<file path="config.mk">
export PLATFORM = sky130hd
export DESIGN_NAME = counter_arbiter
export DESIGN_NICKNAME = d
export VERILOG_FILES = /design/src/rtl/counter_arbiter.sv
export SDC_FILE = /design/constraint.sdc
export NUM_CORES = 1
export LEC_CHECK = 0
export CAP_MARGIN = 10
export CELL_PAD_IN_SITES_DETAIL_PLACEMENT = 0
export CELL_PAD_IN_SITES_GLOBAL_PLACEMENT = 1
export CORE_ASPECT_RATIO = 1.75
export CORE_MARGIN = 3
export CORE_UTILIZATION = 39
export CTS_BUF_LIST = sky130_fd_sc_hd__clkbuf_8
export CTS_CLUSTER_SIZE = 12
export DETAILED_ROUTE_END_ITERATION = 8
export HOLD_SLACK_MARGIN = 0.02
export PLACE_DENSITY = 0.94
export SYNTH_ARGS = -nofsm -noshare
export SYNTH_HDL_FRONTEND = slang
export SYNTH_SLANG_ARGS = --single-unit
</file>
<file path="constraint.sdc">
create_clock -name clk -period 4.38 [get_ports clk]
set_clock_uncertainty 0.2 [all_clocks]
set_input_delay 0.876 -clock clk [delete_from_list [all_inputs] [get_ports clk]]
set_output_delay 0.876 -clock clk [all_outputs]
set_load 0.03 [all_outputs]
</file>
<file path="src/rtl/counter_arbiter.sv">
// ---------------------------------------------------------------------------
// counter_arbiter
//
// Purpose:
//   Shares one external counter between NREQ requesters. Each requester asks
//   for a counting window of req_len enabled cycles. Requests are granted
//   round-robin. For each window the arbiter clears the counter, enables it
//   for exactly the latched length, and then hands back the final count.
//   The result comes with a one-cycle done pulse to the requester that owned
//   the window. The arbiter is the only driver of the counter's enable and
//   clear pins.
//
// Parameters:
//   WIDTH  counter width; width of ctr_count and result
//   NREQ   number of requesters (>= 2)
//   LEN_W  width of each requested window length
//
// Ports:
//   clk         in   clock, rising edge
//   reset       in   asynchronous reset, active low
//   req         in   [NREQ]        request per requester, held until its done
//   req_len     in   [NREQ*LEN_W]  window length, slice i = [i*LEN_W +: LEN_W]
//   grant       out  [NREQ]        one-hot owner of the current window
//   done        out  [NREQ]        one-cycle completion pulse to the owner
//   result      out  [WIDTH]       final count of the last completed window
//   busy        out                high while a window is in progress
//   ctr_enable  out                counter enable
//   ctr_clear   out                counter clear (active high)
//   ctr_count   in   [WIDTH]       counter value
//
// All outputs come straight from registers.
// ---------------------------------------------------------------------------
module counter_arbiter #(
    parameter int WIDTH = 8,
    parameter int NREQ  = 4,
    parameter int LEN_W = 8
) (
    input  logic                  clk,
    input  logic                  reset,
    input  logic [NREQ-1:0]       req,
    input  logic [NREQ*LEN_W-1:0] req_len,
    output logic [NREQ-1:0]       grant,
    output logic [NREQ-1:0]       done,
    output logic [WIDTH-1:0]      result,
    output logic                  busy,
    output logic                  ctr_enable,
    output logic                  ctr_clear,
    input  logic [WIDTH-1:0]      ctr_count
);

    localparam int IDX_W = (NREQ > 1) ? $clog2(NREQ) : 1;

    typedef enum logic [1:0] {
        IDLE  = 2'd0,
        CLEAR = 2'd1,
        RUN   = 2'd2,
        DONE  = 2'd3
    } state_t;

    // ------------------------------------------------------------------
    // State and registered outputs
    // ------------------------------------------------------------------
    state_t             state_reg,     state_next;
    logic [NREQ-1:0]    grant_reg,     grant_next;
    logic [NREQ-1:0]    done_reg,      done_next;
    logic [WIDTH-1:0]   result_reg,    result_next;
    logic               busy_reg,      busy_next;
    logic               enable_reg,    enable_next;
    logic               clear_reg,     clear_next;
    logic [LEN_W-1:0]   remaining_reg, remaining_next;
    logic [IDX_W-1:0]   owner_reg,     owner_next;
    // Index of the most recent grant. The round-robin search starts one past it.
    logic [IDX_W-1:0]   last_reg,      last_next;

    // ------------------------------------------------------------------
    // Per-requester length slices
    // ------------------------------------------------------------------
    logic [LEN_W-1:0]   len_slice [NREQ];

    generate
        for (genvar gi = 0; gi < NREQ; gi++) begin : g_len
            assign len_slice[gi] = req_len[gi*LEN_W +: LEN_W];
        end
    endgenerate

    // ------------------------------------------------------------------
    // Round-robin pick
    // Walk the requesters starting at last_reg+1 and wrap at NREQ. The first
    // requester that is asking wins. The start offset is at most NREQ-1 and
    // the step is at most NREQ-1, so one conditional subtract is enough to
    // wrap the index.
    // ------------------------------------------------------------------
    logic               pick_valid;
    logic [IDX_W-1:0]   pick_idx;
    logic [NREQ-1:0]    pick_onehot;
    int                 cand;
    logic [IDX_W-1:0]   cand_idx;

    always_comb begin
        pick_valid = 1'b0;
        pick_idx   = '0;
        cand       = 0;
        cand_idx   = '0;
        for (int k = 0; k < NREQ; k++) begin
            cand = int'(last_reg) + 1 + k;
            if (cand >= NREQ) begin
                cand = cand - NREQ;
            end
            cand_idx = cand[IDX_W-1:0];
            if (!pick_valid && req[cand_idx]) begin
                pick_valid = 1'b1;
                pick_idx   = cand_idx;
            end
        end
    end

    generate
        for (genvar gi = 0; gi < NREQ; gi++) begin : g_onehot
            assign pick_onehot[gi] = pick_valid && (pick_idx == IDX_W'(gi));
        end
    endgenerate

    // The owner withdrawing its request cancels the window.
    logic owner_req;
    assign owner_req = req[owner_reg];

    // ------------------------------------------------------------------
    // State register
    // ------------------------------------------------------------------
    always_ff @(posedge clk or negedge reset) begin
        if (!reset) begin
            state_reg     <= IDLE;
            grant_reg     <= '0;
            done_reg      <= '0;
            result_reg    <= '0;
            busy_reg      <= 1'b0;
            enable_reg    <= 1'b0;
            clear_reg     <= 1'b0;
            remaining_reg <= '0;
            owner_reg     <= '0;
            // Start from the top index so that req[0] has first priority.
            last_reg      <= IDX_W'(NREQ-1);
        end else begin
            state_reg     <= state_next;
            grant_reg     <= grant_next;
            done_reg      <= done_next;
            result_reg    <= result_next;
            busy_reg      <= busy_next;
            enable_reg    <= enable_next;
            clear_reg     <= clear_next;
            remaining_reg <= remaining_next;
            owner_reg     <= owner_next;
            last_reg      <= last_next;
        end
    end

    // ------------------------------------------------------------------
    // Next-state and next-output logic
    // Each _next value is what the matching output shows in the next cycle.
    // So enable_next is raised while leaving CLEAR and dropped on the last
    // RUN cycle. That gives exactly remaining_reg enabled counter edges.
    // ------------------------------------------------------------------
    always_comb begin
        state_next     = state_reg;
        grant_next     = grant_reg;
        done_next      = '0;
        result_next    = result_reg;
        busy_next      = busy_reg;
        enable_next    = enable_reg;
        clear_next     = 1'b0;
        remaining_next = remaining_reg;
        owner_next     = owner_reg;
        last_next      = last_reg;

        case (state_reg)
            IDLE: begin
                enable_next = 1'b0;
                if (pick_valid) begin
                    state_next     = CLEAR;
                    grant_next     = pick_onehot;
                    owner_next     = pick_idx;
                    last_next      = pick_idx;
                    remaining_next = len_slice[pick_idx];
                    busy_next      = 1'b1;
                    clear_next     = 1'b1;
                end
            end

            CLEAR: begin
                if (!owner_req) begin
                    state_next  = IDLE;
                    grant_next  = '0;
                    busy_next   = 1'b0;
                    enable_next = 1'b0;
                end else if (remaining_reg == '0) begin
                    state_next  = DONE;
                    enable_next = 1'b0;
                end else begin
                    state_next  = RUN;
                    enable_next = 1'b1;
                end
            end

            RUN: begin
                if (!owner_req) begin
                    state_next  = IDLE;
                    grant_next  = '0;
                    busy_next   = 1'b0;
                    enable_next = 1'b0;
                end else begin
                    remaining_next = remaining_reg - 1'b1;
                    if (remaining_reg == LEN_W'(1)) begin
                        state_next  = DONE;
                        enable_next = 1'b0;
                    end
                end
            end

            DONE: begin
                // The counter took its last enabled edge on entry to DONE,
                // so ctr_count is final here.
                state_next  = IDLE;
                result_next = ctr_count;
                done_next   = grant_reg;
                grant_next  = '0;
                busy_next   = 1'b0;
                enable_next = 1'b0;
            end

            default: begin
                state_next  = IDLE;
                grant_next  = '0;
                busy_next   = 1'b0;
                enable_next = 1'b0;
            end
        endcase
    end

    // ------------------------------------------------------------------
    // Outputs
    // ------------------------------------------------------------------
    assign grant      = grant_reg;
    assign done       = done_reg;
    assign result     = result_reg;
    assign busy       = busy_reg;
    assign ctr_enable = enable_reg;
    assign ctr_clear  = clear_reg;

endmodule

</file>
Word-level counts from Yosys, hierarchy flattened

Cells that the tools add are included.

Register bits after elaboration: 33
Bits of input ports: 46
Output and inout bits: 19
Word-level logic and storage cells: 109

Add/sub/neg operators: 9
Order comparisons: 10
Equality and inequality tests: 11
Multiplexer cells: 48
Bitwise gates (word level): 1
Reduce and logical (&&, ||, !) cells: 20

Operators with widths:

| operator                                            | count |
|---|---|
| two-way mux 8 bit                                   | 4 |
| two-way mux 2 bit                                   | 12 |
| two-way mux 1 bit                                   | 18 |
| binary-select mux 8 bit (select 2 bit)              | 1 |
| one-hot mux 8 bit (2 select lines)                  | 1 |
| < comparator 2 x 3 -> 1 bit, second input constant  | 5 |
| >= comparator 4 x 3 -> 1 bit, second input constant | 3 |
| two-way mux 4 bit                                   | 3 |
| one-hot mux 4 bit (3 select lines)                  | 1 |
| binary-select mux 1 bit (select 2 bit)              | 5 |
| adder 3 x 2 -> 4 bit, second input constant         | 2 |
| equality test 2 bit, second input constant          | 4 |
| equality test 8 x 1 -> 1 bit, second input constant | 1 |
| logical NOT 8 bit                                   | 1 |
| one-hot mux 2 bit (4 select lines)                  | 1 |
| subtractor 2 x 1 -> 2 bit, second input constant    | 4 |
| subtractor 8 x 1 -> 8 bit, second input constant    | 1 |
| logical AND 1 bit                                   | 7 |
| >= comparator 3 bit, second input constant          | 2 |
| inequality test 2 bit, second input constant        | 3 |
| one-hot mux 1 bit (3 select lines)                  | 2 |
| AND reduction 2 bit                                 | 3 |
| adder 3 x 1 -> 4 bit, second input constant         | 1 |
| equality test 2 x 1 -> 1 bit, second input constant | 2 |
| 8 further kinds                                     | 12 |

Logic depth before layout (Yosys ltp)

Word-level depth: 21
Gate-level depth with buffers: 8
Depth with buffers taken out: 8

Worst setup path before layout

OpenSTA, ideal clock, no wires.

Path kind: input to register
Start: in req[3]
End: reg remaining_reg[7]
Library setup time: 0.128 ns
Arrival: 2.196 ns
Required time: 4.052 ns
Setup slack: 1.856 ns
Stages: 7
Path buffers: 1
Path through: mux2i_1 o22ai_1 a21oi_1 buf_6 mux4_2 a22oi_1 o21ai_1

Longest elaborated chain between the ends: 18
Elaborated cells on any way between the ends: 33
Those cells by class: eq/ne (2); mux (23); bitwise (1); reduce/logical (7)

RTL lines:

| what                                                  | RTL line | text |
|---|---|---|
| from (decl)                                           | 40       | `input logic [NREQ-1:0] req,` |
| binary-select mux 1 bit (select 2 bit)                | 110      | `if (!pick_valid && req[cand_idx]) begin` |
| two-way mux 1 bit (implied by the code)               | 110      |  |
| two-way mux 1 bit                                     | 110      |  |
| logical NOT 1 bit                                     | 110      |  |
| logical AND 1 bit                                     | 110      |  |
| two-way mux 1 bit                                     | 110      |  |
| logical NOT 1 bit                                     | 110      |  |
| logical AND 1 bit                                     | 110      |  |
| two-way mux 1 bit                                     | 110      |  |
| logical NOT 1 bit                                     | 110      |  |
| logical AND 1 bit                                     | 110      |  |
| two-way mux 2 bit                                     | 110      |  |
| NOT 2 -> 3 bit (implied by the code)                  | 183      | `remaining_next = len_slice[pick_idx];` |
| binary-select mux 8 bit (select 2 bit)                | 183      |  |
| two-way mux 8 bit (implied by the code) (2 in series) | 183      |  |
| two-way mux 8 bit                                     | 178      | `if (pick_valid) begin` |
| one-hot mux 8 bit (2 select lines)                    | 175      | `case (state_reg)` |
| to (signal assigned)                                  | 151      | `remaining_reg <= remaining_next;` |
| to (decl)                                             | 70       | `logic [LEN_W-1:0] remaining_reg, remaining_next;` |

Parallel ways exist; a longest one is shown, timed or not. The select of a mux whose other input is x is not followed.
A chain may end at the register's enable or synchronous reset.

Final worst setup path

Start: in req[2]
End: reg remaining_reg[0]

Same word-level chain as after synthesis.

==> results by group <==
Layout
  • Number of diodes: 0
  • Register area: a little over 800 um^2
  • Final net count: between 300 and 400
  • Layout Area Growth over Synthesis: 40.75%
  • Most common cell after layout, fill and taps aside: clkdlybuf4s50_1
  • Number of fill cells: 430
  • Commonest non-fill, non-tap cells in the layout: clkdlybuf4s50_1, dfrtp_1, nand2_1, mux2i_1
  • Multi-input logic area: roughly 0.0011 mm^2
  • Layout cells sized above 1: 0.1260

Route
  • Via count: between 1500 and 2000
  • DRT iter0 DRCs: 50
  • DRC viols: 0
  • Vias per cell: 5.596
  • Drt total wl: around 5000 um
  • Drt first pass iters: 4
  • Routed wire per std cell: between 15 and 20 um
  • Post-DRT Antenna Nets: 0

Clock tree
  • Num CTS Buffers: 5
  • CTS tree: built
  • Clock transition at path regs: 0.07 ns
  • Setup bufs post-CTS: 0
  • Clock Tree Buf Depth: 2
  • Hold_buf cts: 0
  • CTS root buffer: clkbuf_8
  • Insertion delay of the later-clocked pin in the worst-skew pair: between 0.2 and 0.3 ns
  • H-tree lvl count: 2
  • CTS Sinks: 33
  • Post-cts resize count: 0

Timing
  • Final worst path period share: 0.7214
  • Number of setup violations in the final report: 0
  • TNS Setup: 0 ns
  • Fmax: roughly 320 MHz
  • Fin Hold WS: between 0.2 and 0.3 ns
  • Max-slew violations: 0
  • Final Hold Violating Endpoints: 0
  • Final period demand of the worst path: 3.160 ns
  • RSZ-0062 raised after global routing: false
  • Worst-margin pin slew: between 0.6 and 0.7 ns
  • Max-Slew Margin vs Limit: 0.5424

Synth
  • Top_reg_cell synth: dfrtp_1
  • Cell count after synthesis: 192
  • Synth Area per Inst: 10.32 um^2
  • Post-synthesis instance area: 0.001981 mm^2
  • Synth top area cells: dfrtp_1, mux2_2, mux2i_1
  • Synth Register Bits: 33
  • Post-synth ARST share: 1.000
  • Cell variety after synth: 46
  • Area leader, netlist: dfrtp_1
  • Post-synthesis sequential area ratio: 0.4182
  • Synth Warn #: 0
  • Post-synth EDFFs: 0
  • Yosys top cell area share: 0.3917
  • Syn Nets: 246

Worst setup path
  • Buf/Inv on CP: 1
  • Crit Path Category: in2reg
  • Top delay family on crit path: compound AO/OA/AOI/OAI gates
  • Crit-path max cell delay: ~0.58 ns
  • CP Launch Type: primary input
  • Crit end category: register
  • Critical path arrival: about 3.1 ns
  • Slowest CP cell: mux4_2
  • Critical Path RT: between 4 and 5 ns
  • Critical path, cell by cell: clkdlybuf4s50_1 > nand2b_1 > o21ai_1 > a21oi_1 > mux4_2 > a221o_1
  • Critical path fanouts, max: 6

Global route
  • Total grt overflow: 0
  • Vias in the first global route: 1793
  • Global Route Usage Sum: 0.1774
  • Largest net degree at the start of global routing: 34
  • Initial antenna violation count: 0
  • Global-route wire length before repair: between 8000 and 9000 um

Die
  • Cell Rows: 33
  • Die area: ~0.0060 mm^2
  • Die height: approximately 100 um
  • Die Wd: around 60 um
  • Initial Util: 0.4135
  • Area of the core: ~0.0048 mm^2
  • Ports: 65

Power and ir drop
  • Static Leakage: ~1.2 nW
  • VDD IR-drop max: 0.4275 mV
  • Pwr Density: 687.5 mW/mm^2

Status
  • Status: finished clean

Place
  • Routability cong.: a little over 0.8
  • Port Buf Inserts: between 60 and 70
  • Post-DP HPWL: approximately 3900 um

Run
  • Max Cap Violations: 0

Hold path
  • Min-delay worst type: reg2reg
[path summary, 6_finish.rpt]
kind	start	cells past startpoint	slack (ns)	end
setup / recovery	req[2]	6	1.22	remaining_reg[0]
hold / removal	grant[3]	2	0.29	grant[3]
setup reg to reg	state_reg[0]	7	1.69	remaining_reg[3]
hold reg to reg	grant[3]	2	0.29	grant[3]
max in group asynchronous	reset	2	2.86	last_reg[1]
min in group asynchronous	reset	2	0.79	ctr_clear
[tightest hold or removal path, stage by stage (launching register included)]
cell and delay [ns]:
dfrtp_1 0.35, nand2_1 0.05, o21ai_0 0.06
[synth_stat cells, types with 4 or more instances]
master,number
inv_1,11
mux2_2,12
nand2_1,18
o21ai_0,7
nor2_1,9
nor3_1,6
ha_1,8
a21oi_1,9
o21ai_1,5
and2_1,4
nand3_1,4
mux2i_1,13
dfrtp_1,31
[where the power goes]
group / switching (mW) / total, mW / internal (mW)
clock: 0.112 / 0.296 / 0.183
sequential: 0.116 / 0.567 / 0.451
combinational: 0.573 / 1.05 / 0.481
[routing by layer]
layer | vias up | track usage | share of wire
li1 | 837 | - | -
met1 | 853 | 0.1688 | 0.34
met2 | 57 | 0.3400 | 0.58
met3 | 10 | 0.03732 | 0.052
met4 | 0 | 0.08020 | 0.026
met5 | - | 0 | 0
[metrics by stage]
step	cell area (um^2)	util	power (mW)	cells	setup slack, ns
2_1_floorplan	1981	-	1.296	192	1.856
3_3_place_gp	2671	0.5577	1.612	306	0.9623
3_5_place_dp	2671	0.5577	1.634	306	0.9140
4_1_cts	2788	0.5820	1.937	314	1.210
5_1_grt	2788	0.5820	2.056	314	0.9995
6_report	2788	0.5820	1.917	314	1.220
[cell families after synthesis]
kind of cell	synth area share
mux	0.1807
xor+xnor	0.004423
simple gates	0.1447
flops	0.4182
fa+ha+maj	0.05054
compound gates	0.1598
buf+inv	0.04169
[cell type report]
type                       instances  area share
multi-input combinational        142      0.3838
sequential                        33      0.2971
timing repair buffer              67      0.2379
clock buffer                       6     0.02962
tap                               52     0.02334
inverter                          12     0.01616
clock inverter                     2     0.01212
(Power assumes the default switching activity.)
